===== config.mk =====
export PLATFORM = sky130hd
export DESIGN_NAME = alu_seq_nbit_flat
export DESIGN_NICKNAME = d
export VERILOG_FILES = /design/src/rtl/alu_seq_nbit_if.sv /design/src/rtl/alu_seq_nbit.sv /design/src/flat_wrapper.sv
export SDC_FILE = /design/constraint.sdc
export NUM_CORES = 1
export LEC_CHECK = 0
export ABC_CLOCK_PERIOD_IN_PS = 3000
export BUFFER_PORTS_ARGS = -buffer_cell sky130_fd_sc_hd__buf_2
export CORE_MARGIN = 5
export CORE_UTILIZATION = 54
export DETAILED_ROUTE_END_ITERATION = 7
export PLACE_DENSITY = 0.88
export SLEW_MARGIN = 0
export SYNTH_ARGS = -nofsm -noshare
export SYNTH_HDL_FRONTEND = slang
export SYNTH_SLANG_ARGS = --single-unit

===== constraint.sdc =====
create_clock -name clk -period 3 [get_ports clk]
set_input_delay 0.45 -clock clk [delete_from_list [all_inputs] [get_ports clk]]
set_output_delay 0.45 -clock clk [all_outputs]
set_load 0.005 [all_outputs]

===== src/rtl/alu_seq_nbit_if.sv =====
// Operand/result handshake bundle between the operand stage and the sequential ALU.
// Latency: none (wires only).
// Backpressure: In_ready/Out_ready carry stalls in each direction.
interface alu_seq_nbit_if #(
    parameter int WIDTH = 8
);
    logic             In_valid;
    logic             In_ready;
    logic [3:0]       Opcode;
    logic [WIDTH-1:0] Op1;
    logic [WIDTH-1:0] Op2;
    logic             Out_valid;
    logic             Out_ready;
    logic [WIDTH-1:0] Res;
    logic [WIDTH-1:0] ResHi;
    logic             C;
    logic             AC;
    logic             Z;
    logic             S;
    logic             V;

    // Producer of operations and consumer of results
    modport master (
        output In_valid, Opcode, Op1, Op2, Out_ready,
        input  In_ready, Out_valid, Res, ResHi, C, AC, Z, S, V
    );

    // The ALU itself
    modport slave (
        input  In_valid, Opcode, Op1, Op2, Out_ready,
        output In_ready, Out_valid, Res, ResHi, C, AC, Z, S, V
    );
endinterface


===== src/rtl/alu_seq_nbit.sv =====
// Registered N-bit ALU with carry-chained ops, shifts, flags and an iterative unsigned multiply.
// Latency: 1 cycle for single-cycle ops, WIDTH+1 cycles for MUL (one shift-add step per cycle).
// Backpressure: result held stable while Out_ready=0; In_ready=0 during MUL and while a result is stalled.
module alu_seq_nbit #(
    parameter int WIDTH = 8
) (
    input  logic          clk,
    input  logic          rst,
    alu_seq_nbit_if.slave bus
);
    localparam int CW = $clog2(WIDTH + 1);
    localparam int M  = WIDTH - 1;

    localparam logic [3:0] OP_ADD  = 4'h0;
    localparam logic [3:0] OP_SUB  = 4'h1;
    localparam logic [3:0] OP_COMP = 4'h2;
    localparam logic [3:0] OP_AND  = 4'h3;
    localparam logic [3:0] OP_OR   = 4'h4;
    localparam logic [3:0] OP_NAND = 4'h5;
    localparam logic [3:0] OP_NOR  = 4'h6;
    localparam logic [3:0] OP_XOR  = 4'h7;
    localparam logic [3:0] OP_ADC  = 4'h8;
    localparam logic [3:0] OP_SBB  = 4'h9;
    localparam logic [3:0] OP_SHL  = 4'hA;
    localparam logic [3:0] OP_SHR  = 4'hB;
    localparam logic [3:0] OP_MUL  = 4'hC;

    typedef enum logic [1:0] {S_IDLE, S_MUL, S_DONE} state_t;

    typedef struct packed {
        logic [WIDTH-1:0] hi;
        logic [WIDTH-1:0] lo;
        logic             c;
        logic             ac;
        logic             z;
        logic             s;
        logic             v;
    } result_t;

    state_t           state;
    result_t          res_q;
    result_t          alu_d;
    result_t          mul_d;
    logic [WIDTH-1:0] a;
    logic [WIDTH-1:0] b;
    logic [WIDTH:0]   sum;
    logic [WIDTH:0]   dif;
    logic [WIDTH:0]   cin_ext;
    logic             cin;
    logic             in_rdy;
    logic             accept;
    logic [WIDTH-1:0] mcand_q;
    logic [WIDTH-1:0] mlo_q;
    logic [WIDTH:0]   mhi_q;
    logic [WIDTH:0]   mpart;
    logic [CW-1:0]    cnt_q;

    assign a      = bus.Op1;
    assign b      = bus.Op2;
    assign in_rdy = (state == S_IDLE) || ((state == S_DONE) && bus.Out_ready);
    assign accept = bus.In_valid && in_rdy;

    // Single-cycle result and flags; carry-in comes from the last registered C flag
    always_comb begin
        alu_d   = '0;
        cin     = ((bus.Opcode == OP_ADC) || (bus.Opcode == OP_SBB)) && res_q.c;
        cin_ext = {{WIDTH{1'b0}}, cin};
        sum     = {1'b0, a} + {1'b0, b} + cin_ext;
        dif     = {1'b0, a} - {1'b0, b} - cin_ext;
        case (bus.Opcode)
            OP_ADD, OP_ADC: begin
                alu_d.lo = sum[WIDTH-1:0];
                alu_d.c  = sum[WIDTH];
                // carry into bit 4 recovered from the sum bit
                alu_d.ac = a[4] ^ b[4] ^ sum[4];
                alu_d.v  = (a[M] == b[M]) && (sum[M] != a[M]);
            end
            OP_SUB, OP_SBB: begin
                alu_d.lo = dif[WIDTH-1:0];
                alu_d.c  = dif[WIDTH];
                alu_d.ac = a[4] ^ b[4] ^ dif[4];
                alu_d.v  = (a[M] != b[M]) && (dif[M] != a[M]);
            end
            OP_COMP: alu_d.lo = ~a;
            OP_AND:  alu_d.lo = a & b;
            OP_OR:   alu_d.lo = a | b;
            OP_NAND: alu_d.lo = ~(a & b);
            OP_NOR:  alu_d.lo = ~(a | b);
            OP_XOR:  alu_d.lo = a ^ b;
            OP_SHL: begin
                alu_d.lo = {a[WIDTH-2:0], 1'b0};
                alu_d.c  = a[M];
            end
            OP_SHR: begin
                alu_d.lo = {1'b0, a[WIDTH-1:1]};
                alu_d.c  = a[0];
            end
            default: ;
        endcase
        // reserved codes keep every flag at 0, so Z/S only for defined single-cycle ops
        if (bus.Opcode <= OP_SHR) begin
            alu_d.z = (alu_d.lo == '0);
            alu_d.s = alu_d.lo[M];
        end
    end

    assign mpart = mlo_q[0] ? (mhi_q + {1'b0, mcand_q}) : mhi_q;

    // Final MUL result and flags from the shift-add registers
    always_comb begin
        mul_d    = '0;
        mul_d.hi = mhi_q[WIDTH-1:0];
        mul_d.lo = mlo_q;
        mul_d.c  = |mhi_q[WIDTH-1:0];
        mul_d.z  = ({mhi_q[WIDTH-1:0], mlo_q} == '0);
        mul_d.s  = mhi_q[M];
    end

    // Control FSM, multiplier iteration and result/flag register
    always_ff @(posedge clk) begin
        if (rst) begin
            state   <= S_IDLE;
            res_q   <= '0;
            mcand_q <= '0;
            mlo_q   <= '0;
            mhi_q   <= '0;
            cnt_q   <= '0;
        end else begin
            case (state)
                S_MUL: begin
                    if (cnt_q != '0) begin
                        {mhi_q, mlo_q} <= {1'b0, mpart, mlo_q[WIDTH-1:1]};
                        cnt_q          <= cnt_q - CW'(1);
                    end else begin
                        res_q <= mul_d;
                        state <= S_DONE;
                    end
                end
                default: begin
                    if (accept) begin
                        if (bus.Opcode == OP_MUL) begin
                            mcand_q <= a;
                            mlo_q   <= b;
                            mhi_q   <= '0;
                            cnt_q   <= CW'(WIDTH);
                            state   <= S_MUL;
                        end else begin
                            res_q <= alu_d;
                            state <= S_DONE;
                        end
                    end else if ((state == S_DONE) && bus.Out_ready) begin
                        state <= S_IDLE;
                    end
                end
            endcase
        end
    end

    assign bus.In_ready  = in_rdy;
    assign bus.Out_valid = (state == S_DONE);
    assign bus.Res       = res_q.lo;
    assign bus.ResHi     = res_q.hi;
    assign bus.C         = res_q.c;
    assign bus.AC        = res_q.ac;
    assign bus.Z         = res_q.z;
    assign bus.S         = res_q.s;
    assign bus.V         = res_q.v;
endmodule


===== src/flat_wrapper.sv =====
// flat-port wrapper written by rule: the top's interface ports become plain ports
module alu_seq_nbit_flat 
#(
    parameter int WIDTH = 8
)
  (clk, rst, bus_In_valid, bus_Opcode, bus_Op1, bus_Op2, bus_Out_ready, bus_In_ready, bus_Out_valid, bus_Res, bus_ResHi, bus_C, bus_AC, bus_Z, bus_S, bus_V);
  alu_seq_nbit_if #(.WIDTH(WIDTH)) bus_i ();
  input  logic clk;
  input  logic rst;
  input wire logic [$bits(bus_i.In_valid)-1:0] bus_In_valid;
  input wire logic [$bits(bus_i.Opcode)-1:0] bus_Opcode;
  input wire logic [$bits(bus_i.Op1)-1:0] bus_Op1;
  input wire logic [$bits(bus_i.Op2)-1:0] bus_Op2;
  input wire logic [$bits(bus_i.Out_ready)-1:0] bus_Out_ready;
  output wire logic [$bits(bus_i.In_ready)-1:0] bus_In_ready;
  output wire logic [$bits(bus_i.Out_valid)-1:0] bus_Out_valid;
  output wire logic [$bits(bus_i.Res)-1:0] bus_Res;
  output wire logic [$bits(bus_i.ResHi)-1:0] bus_ResHi;
  output wire logic [$bits(bus_i.C)-1:0] bus_C;
  output wire logic [$bits(bus_i.AC)-1:0] bus_AC;
  output wire logic [$bits(bus_i.Z)-1:0] bus_Z;
  output wire logic [$bits(bus_i.S)-1:0] bus_S;
  output wire logic [$bits(bus_i.V)-1:0] bus_V;
  assign bus_i.In_valid = bus_In_valid;
  assign bus_i.Opcode = bus_Opcode;
  assign bus_i.Op1 = bus_Op1;
  assign bus_i.Op2 = bus_Op2;
  assign bus_i.Out_ready = bus_Out_ready;
  assign bus_In_ready = bus_i.In_ready;
  assign bus_Out_valid = bus_i.Out_valid;
  assign bus_Res = bus_i.Res;
  assign bus_ResHi = bus_i.ResHi;
  assign bus_C = bus_i.C;
  assign bus_AC = bus_i.AC;
  assign bus_Z = bus_i.Z;
  assign bus_S = bus_i.S;
  assign bus_V = bus_i.V;
  alu_seq_nbit #(.WIDTH(WIDTH)) u_core (.clk(clk), .rst(rst), .bus(bus_i));
endmodule

==> results.py <==
metrics = {
    "pwr": {
        "fin_total_pwr_mw": 1.64,
        "p_per_area_nw_per_um2": 349,
        "leakagePower_nw": 2.04,
        "ir_drop_v": 0.000209,
    },
    "route": {
        "route.detailed.drc": 0,
        "via_per_inst": 6.40,
        "vias": 4436,
        "routed_wl_um": 12800,
        "drt_first_iter_violations": 470,
        "drtPass1Iterations": 5,
        "final_antenna_net_count": 0,
        "wl_per_cell_um": 18.5,
    },
    "die": {
        "initial_utilization": 0.558,
        "fp.dieW_um": 99.6,
        "die_h_um": 99.6,
        "rows": 32,
        "coreArea_um2": 7770,
        "io_pins": 47,
        "die_area_um2": 9910,
    },
    "synth": {
        "synth_area_leaders": "dfxtp_1, ha_1, nand2_1, a21oi_1, nor2_1",
        "yosysWarnings": 0,
        "synth_top_cell_area_share": 0.236,
        "synth-simple-area-share": 0.220,
        "async_reset_ff_frac": 0,
        "synthTopCellsByCount": "nand2_1, dfxtp_1, nor2_1",
        "yosysTopAreaCell": "dfxtp_1",
        "synth_fa_ha_area_frac": 0.136,
        "avgSynthCellArea_um2": 7.84,
        "synth_mux_area_frac": 0.0286,
        "syn_nets": 620,
        "synth-seq-cells": 51,
        "synth_edf_count": 0,
        "netlist_instances": 552,
        "synth_area_um2": 4330,
        "synth_most_common_cell": "nand2_1",
        "seq_area_frac_synth": 0.236,
        "yosysUniqueCellTypes": 73,
        "synth_compound_area_frac": 0.253,
        "synthXorXnorAreaFrac": 0.0384,
        "synthFlopType": "dfxtp_1",
        "synth_top_family_by_area": "compound AO/OA/AOI/OAI gates",
    },
    "layout": {
        "nets": 658,
        "drive_gt1_frac": 0.152,
        "postLayoutCoreUtil": 0.606,
        "area_growth_pct": 8.75,
        "diodes": 0,
    },
    "worst_setup_path": {
        "cp-end-kind": "flop",
        "required_ns": 3.21,
        "crit_fanout": 3,
        "worst-r2r-setup-slack_ns": 0.08,
        "arrival_ns": 3.13,
        "crit_type": "reg2reg",
        "critPathLaunchType": "flop",
    },
    "global_route": {
        "grt_pass1_wl_um": 20600,
        "grt_pass1_vias": 4137,
        "antenna_found_initial": 0,
        "grt_start_max_net_pins": 50,
        "grt_overflow": 0,
        "grt_usage": 0.255,
    },
    "timing": {
        "tns_ns": 0,
        "fin_skew_ns": 0.00779,
        "tightest_slew_ns": 0.869,
        "setup_viol": 0,
        "hold_viol_final": 0,
        "period_needed_ns": 2.92,
        "relSlewSlack": 0.421,
        "grt_setup_unrepaired": "false",
        "fmax_mhz": 343,
        "finalMaxSlewViolations": 0,
        "finalCritPeriodShare": 0.973,
        "setup_slack_ns": 0.0825,
    },
    "clock_tree": {
        "clk_pin_slew_ns": 0.10,
        "cts_made_buffers": 5,
        "cts.htree.levels": 2,
        "cts_tree": "built",
        "clockBufferDepth": 2,
        "cts_root_buffer": "clkbuf_8",
        "hold_buffers": 0,
        "clock_sinks": 51,
        "clk_latency_ns": 0.32,
    },
    "outcome": {
        "status": "finished, final reports clean",
    },
    "place": {
        "portBuffers": 46,
        "pre_cts_ws_ns": -0.110,
        "gp_congestion": 1.02,
        "hpwlAfterDp_um": 9580,
    },
    "min_path": {
        "hold_class": "in2reg",
    },
    "flow_run": {
        "cap_violations": 0,
    },
}
[kinds of logic (layout without fill, tap and decap cells)]
kind of cell / count (synthesis) / count (layout)
flops: 51 / 51
xor+xnor: 19 / 19
simple gates: 193 / 193
mux: 11 / 11
fa+ha+maj: 44 / 44
compound gates: 160 / 160
buf+inv: 74 / 113
[layout make-up]
| type | count | area (um2) |
|---|---|---|
| clock inverter | 3 | 26.3 |
| multi-input combinational | 427 | 2940 |
| fill | 714 | 3060 |
| tap | 102 | 128 |
| timing repair buffer | 65 | 373 |
| clock buffer | 5 | 68.8 |
| sequential | 51 | 1020 |
| inverter | 40 | 150 |
[worst paths after layout]
kind | start | end | depth (start not counted)
setup / recovery | u_core.bus.C$_SDFFE_PP0P_ | u_core.bus.Res[5]$_SDFFE_PP0P_ | 13
setup reg to reg | u_core.bus.C$_SDFFE_PP0P_ | u_core.bus.Res[5]$_SDFFE_PP0P_ | 13
hold reg to reg | u_core.mcand_q[0]$_SDFFE_PP0P_ | u_core.mcand_q[0]$_SDFFE_PP0P_ | 2
hold / removal | bus_Op1[6] | u_core.mcand_q[6]$_SDFFE_PP0P_ | 3
[metrics by stage]
step / std cells / instance area (um2) / hold WS, ns
floorplan: 552 / 4360 / 0.440
global placement: 685 / 4610 / 0.451
detailed placement: 685 / 4610 / 0.455
CTS: 693 / 4710 / 0.403
global route: 693 / 4710 / 0.422
finish: 693 / 4710 / 0.404
[report_power, final]
part | internal, mW | switching [mW] | total [mW] | leakage [nW]
combinational | 0.206 | 0.303 | 0.508 | 1.58
clock | 0.172 | 0.252 | 0.424 | 0.0491
sequential | 0.695 | 0.0152 | 0.710 | 0.413
total | 1.07 | 0.569 | 1.64 | 2.04
[layer usage]
layer,share of wire,vias up,global-route usage
li1,-,2060,-
met4,0.035,0,0.105
met5,0,-,0
met2,0.46,252,0.415
met1,0.41,2078,0.333
met3,0.092,46,0.0463
[worst max-delay path, stage by stage (launching register included)]
cell      delay, ns
dfxtp_1        0.48
nand3b_1       0.21
inv_1          0.12
fa_1           0.47
inv_1          0.09
ha_1           0.13
o21ai_0        0.09
a211oi_1       0.31
xnor2_1        0.17
nor2_1         0.07
a211oi_1       0.24
buf_4          0.18
o211ai_1       0.10
o211a_1        0.16
[cell usage in the layout (no fill, tap or decap), drive strengths merged, types with 8 or more instances in the layout]
cell and n:
buf 65, nand2 64, nor2 52, dfxtp 51, inv 42, a21oi 41, ha 39, o21ai 24
a22oi 18, nor3 17, xnor2 12, nor2b 10, nor4 10, mux2i 9, a31oi 9, a211oi 8
a311oi 8
[sequential cells by signal, indices dropped and copies added (netlist names)]
signal,cells
u_core.bus.AC,1
u_core.bus.C,1
u_core.bus.Res,8
u_core.bus.ResHi,8
u_core.bus.S,1
u_core.bus.V,1
u_core.bus.Z,1
u_core.cnt_q,4
u_core.mcand_q,8
u_core.mhi_q,8
u_core.mlo_q,8
u_core.state,2
[what timing repair did]
item | 4_1_cts | 5_1_grt
buffers inserted | 0 | 0
resized for setup | 0 | 1
endpoints found under the setup margin | 0 | 1
Note: power is estimated with default switching activity, not from simulation.
